File: config.mk
export PLATFORM = sky130hd
export DESIGN_NAME = stream_mux_2to1
export DESIGN_NICKNAME = d
export VERILOG_FILES = /design/src/rtl/stream_mux_pkg.sv /design/src/rtl/rr_arb2.sv /design/src/rtl/stream_mux_2to1.sv
export SDC_FILE = /design/constraint.sdc
export NUM_CORES = 1
export LEC_CHECK = 0
export ABC_AREA = 1
export CORE_MARGIN = 2
export CORE_UTILIZATION = 30
export CTS_CLUSTER_DIAMETER = 150
export CTS_CLUSTER_SIZE = 12
export DETAILED_ROUTE_END_ITERATION = 8
export SETUP_SLACK_MARGIN = 0.1
export SYNTH_ARGS = -nofsm -noshare
export SYNTH_HDL_FRONTEND = slang
export SYNTH_HIERARCHICAL = 1
export SYNTH_SLANG_ARGS = --single-unit
File: constraint.sdc
create_clock -name clk -period 1.9 [get_ports clk]
set_input_delay 0.57 -clock clk [delete_from_list [all_inputs] [get_ports clk]]
set_output_delay 0.57 -clock clk [all_outputs]
set_load 0.05 [all_outputs]
File: src/rtl/stream_mux_pkg.sv
// Shared types and defaults for the two-source packet stream multiplexer.
// The arbiter and the top-level FSM both import this package.
package stream_mux_pkg;

    localparam int DEFAULT_DATA_W = 8;

    // FSM state encoding; 2'd3 is unused and behaves like IDLE.
    typedef logic [1:0] state_t;

    localparam state_t IDLE  = 2'd0;
    localparam state_t LOCK0 = 2'd1;
    localparam state_t LOCK1 = 2'd2;

endpackage

File: src/rtl/rr_arb2.sv
// Combinational two-request round-robin arbiter.
// On a tie the request that did not win last time is granted.
module rr_arb2 (
    input  logic [1:0] req_i,
    input  logic       last_grant_i,
    output logic       gnt_vld_o,
    output logic       gnt_idx_o
);

    always_comb begin
        gnt_vld_o = |req_i;
        case (req_i)
            2'b01:   gnt_idx_o = 1'b0;
            2'b10:   gnt_idx_o = 1'b1;
            2'b11:   gnt_idx_o = ~last_grant_i;
            default: gnt_idx_o = 1'b0;
        endcase
    end

endmodule

File: src/rtl/stream_mux_2to1.sv
// Two-to-one valid/ready packet multiplexer with round-robin arbitration at
// packet boundaries and a single output register (one beat per cycle).
module stream_mux_2to1
    import stream_mux_pkg::*;
#(
    parameter int DATA_W = DEFAULT_DATA_W
) (
    input  logic              clk,
    input  logic              rst_n,

    input  logic              s0_valid,
    input  logic [DATA_W-1:0] s0_data,
    input  logic              s0_last,
    output logic              s0_ready,

    input  logic              s1_valid,
    input  logic [DATA_W-1:0] s1_data,
    input  logic              s1_last,
    output logic              s1_ready,

    output logic              m_valid,
    output logic [DATA_W-1:0] m_data,
    output logic              m_last,
    output logic              m_sel,
    input  logic              m_ready
);

    state_t            state_q, state_d;
    logic              last_grant_q, last_grant_d;

    logic              m_valid_q, m_valid_d;
    logic [DATA_W-1:0] m_data_q, m_data_d;
    logic              m_last_q, m_last_d;
    logic              m_sel_q, m_sel_d;

    logic              arb_vld;
    logic              arb_idx;
    logic              load;
    logic              locked;
    logic              sel;
    logic              cand_vld;
    logic              grant_en;
    logic              accept;
    logic              beat_last;
    logic [DATA_W-1:0] beat_data;

    rr_arb2 u_arb (
        .req_i        ({s1_valid, s0_valid}),
        .last_grant_i (last_grant_q),
        .gnt_vld_o    (arb_vld),
        .gnt_idx_o    (arb_idx)
    );

    // The output register may take a new beat when empty or being drained.
    assign load = !m_valid_q || m_ready;

    always_comb begin
        locked   = 1'b0;
        sel      = arb_idx;
        cand_vld = arb_vld;
        case (state_q)
            LOCK0: begin
                locked   = 1'b1;
                sel      = 1'b0;
                cand_vld = s0_valid;
            end
            LOCK1: begin
                locked   = 1'b1;
                sel      = 1'b1;
                cand_vld = s1_valid;
            end
            default: begin
                locked   = 1'b0;
                sel      = arb_idx;
                cand_vld = arb_vld;
            end
        endcase
    end

    // While locked, the owner sees ready even if it has paused mid-packet.
    assign grant_en  = locked || arb_vld;
    assign s0_ready  = load && grant_en && !sel;
    assign s1_ready  = load && grant_en &&  sel;
    assign accept    = load && cand_vld;
    assign beat_last = sel ? s1_last : s0_last;
    assign beat_data = sel ? s1_data : s0_data;

    always_comb begin
        state_d      = state_q;
        last_grant_d = last_grant_q;
        if (accept) begin
            if (beat_last) begin
                state_d      = IDLE;
                last_grant_d = sel;
            end else begin
                state_d      = sel ? LOCK1 : LOCK0;
            end
        end
    end

    always_comb begin
        m_valid_d = m_valid_q;
        m_data_d  = m_data_q;
        m_last_d  = m_last_q;
        m_sel_d   = m_sel_q;
        if (accept) begin
            m_valid_d = 1'b1;
            m_data_d  = beat_data;
            m_last_d  = beat_last;
            m_sel_d   = sel;
        end else if (load) begin
            m_valid_d = 1'b0;
        end
    end

    always_ff @(posedge clk or negedge rst_n) begin
        if (!rst_n) begin
            state_q      <= IDLE;
            last_grant_q <= 1'b1;
            m_valid_q    <= 1'b0;
            m_data_q     <= '0;
            m_last_q     <= 1'b0;
            m_sel_q      <= 1'b0;
        end else begin
            state_q      <= state_d;
            last_grant_q <= last_grant_d;
            m_valid_q    <= m_valid_d;
            m_data_q     <= m_data_d;
            m_last_q     <= m_last_d;
            m_sel_q      <= m_sel_d;
        end
    end

    assign m_valid = m_valid_q;
    assign m_data  = m_data_q;
    assign m_last  = m_last_q;
    assign m_sel   = m_sel_q;

endmodule

==> impl_metrics.yaml <==
clocking:
  clkLatencyLatePin_ns: 0.28
  cts.sinks: 14
  tritoncts: "built"
  cts_buffers: 3
  clockBufferDepth: 2
  htreeDepth: 1
  clkTransAtPathRegs_ns: 0.09
  cts_root_buffer: "clkbuf_4"
hold_path:
  hp-class: "reg -> reg"
  holdCritStartpoint: "m_data[5]"
logic_synthesis:
  syn_nets: 139
  synth-async-reset-ratio: 1.00
  synthCells: 114
  yosysSeqAreaShare: 0.440
  yosysTopAreaCell: "dfrtp_1"
  synth_edf_count: 0
  synth_compound_area_frac: 0.0455
  synth_most_common_cell: "nand2_1"
  synth_common_cells: "nand2_1, dfrtp_1, inv_1"
  syn_avg_cell_area_um2: 7.00
  yosys-top-cells-area: "dfrtp_1, nand2_1, inv_1"
  synth_area_um2: 798
  muxShareOfSynthArea: 0
  netlist.area_leader.share: 0.408
  synth-simple-area-share: 0.409
  ys.flop_type: "dfrtp_1"
  yosysWarnings: 6
  yosys.area_share.adder: 0.0313
  ys_types: 19
  synth_top_family_by_area: "simple AND/OR/NAND/NOR gates"
  ys_seq_elements: 14
  synth_xor_area_frac: 0
timing:
  slew_viol_final: 0
  hold_viol_final: 0
  skew_ns: 0.00298
  tightest_slew_ns: 0.411
  max_freq_mhz: 491
  fin_crit_sh: 1.07
  finalSetupViolations: 2
  rsz0062_at_grt: "true"
  final.min_clock_period_ns: 2.04
  setup_slack_ns: -0.136
  relSlewSlack: 0.725
finish:
  drive_gt1_frac: 0.306
  diodes: 0
  syn2layout_area_growth_pct: 68.7
  final_util: 0.539
  finalNetCount: 186
  layoutNonFillerInstCount: 190
routing:
  dr.pass1.iters: 5
  drt_iter0_markers: 11
  vias: 810
  via_per_inst: 4.26
  final_antenna_net_count: 0
  drcViolationCount: 0
  routed_wirelength_mm: 2.11
  wl_per_cell_um: 11.1
power_and_ir_drop:
  ir_drop_mv: 1.02
  p_total_mw: 2.67
  p_per_area_nw_per_um2: 1980
  power_leakage_nw: 0.713
placed_design:
  dpl.hpwl_mm: 1.53
  place_congestion: 0.660
  placed_cells: 182
  place_ws_ns: -0.485
  io_buffer_count: 35
floorplan:
  io_pins: 36
  die_h_um: 55.6
  core_um2: 2500
  die_area_um2: 3090
  die_w_um: 55.6
  rows: 18
  initial_core_util: 0.319
setup_path:
  cp-startpoint: "state_q[1]"
  start_kind: "flop"
  crit_fanout: 4
  critical_path_class: "reg -> out"
  arrival_ns: 1.47
  cp-end-kind: "output port"
  required_ns: 1.33
  timing.rr.start: "state_q[1]"
global_route:
  antenna_found_initial: 0
  grt_max_degree: 17
  grt_pass1_vias: 774
  grt_use_total: 0.145
  grt_pass1_wl_mm: 3.51
  grt-ovfl-total: 0
outcome:
  status: "complete, but fails checks"
  violations: "setup timing"
run:
  cap_violations: 0
registers in the layout, summed over array words and instances, names as in the netlist:
name and cells:
m_data 8, m_last 1, m_valid 1, state_q 2, last_grant_q 1, m_sel 1
layout make-up:
type | count | area (µm²)
Timing Repair Buffer | 45 | 412
Multi-Input combinational cell | 87 | 462
Clock buffer | 4 | 36.3
Sequential cell | 14 | 352
Tap cell | 30 | 37.5
Fill cell | 240 | 1150
Inverter | 10 | 47.5
worst max-delay path, cell delays in order, from the launching register on:
cell     delay, ns
dfrtp_1       0.42
ha_4          0.28
nand2_1       0.15
nand2_4       0.08
nor2_4        0.11
buf_12        0.14
metrics by stage:
step	TNS (ns)	hold slack (ns)	area [µm²]
after floorplan	0	0.274	846
after global placement	-4.50	0.455	1240
after detailed placement	-5.13	0.464	1240
after CTS	-0.281	0.485	1310
after global routing	-0.400	0.502	1350
final	-0.265	0.482	1350
power by group:
| group | internal, mW | leakage, nW | switching, mW |
|---|---|---|---|
| registers | 0.447 | 0.173 | 0.0809 |
| logic | 0.711 | 0.520 | 1.20 |
| clock network | 0.117 | 0.0210 | 0.107 |
| total | 1.27 | 0.713 | 1.39 |
kinds of logic (layout without fill, tap and decap cells):
| group | Yosys count | after routing |
|---|---|---|
| flops | 14 | 14 |
| fa+ha+maj | 2 | 2 |
| buf+inv | 13 | 59 |
| simple gates | 80 | 80 |
| compound gates | 5 | 5 |
path summary, 6_finish.rpt:
kind	slack (ns)	cells past startpoint	to
max reg2reg	0.33	6	state_q[0]
min	0.48	2	m_data[5]
min reg2reg	0.48	2	m_data[5]
max	-0.14	5	s0_ready
max in group asynchronous	1.08	2	last_grant_q
min in group asynchronous	0.58	2	m_valid
cells in the final DEF, fill, tap and decap left out, types with 2 or more instances in the layout:
master	Yosys	final
buf_12	0	2
buf_4	0	21
clkbuf_4	0	3
clkdlybuf4s50_1	0	19
dfrtp_1	13	13
inv_1	8	6
inv_2	2	2
nand2_1	68	61
nand2_2	2	4
nand2_4	0	5
nand3_1	3	3
nor2_4	1	3
o21ai_0	2	2
or2_0	2	2
metal layers:
metal  GRT usage  part of all wire
met1       0.165              0.40
met2       0.259              0.55
met3      0.0302             0.035
met4      0.0627             0.010
met5           0                 0
repair_timing:
item                       in CTS  in global routing
resized for setup              14                  6
setup endpoints to repair      16                  2
hold buffers                    0                  0
buffers inserted                3                  1
pin swaps                       5                  6
No activity file was read; power rests on OpenSTA's default activity.
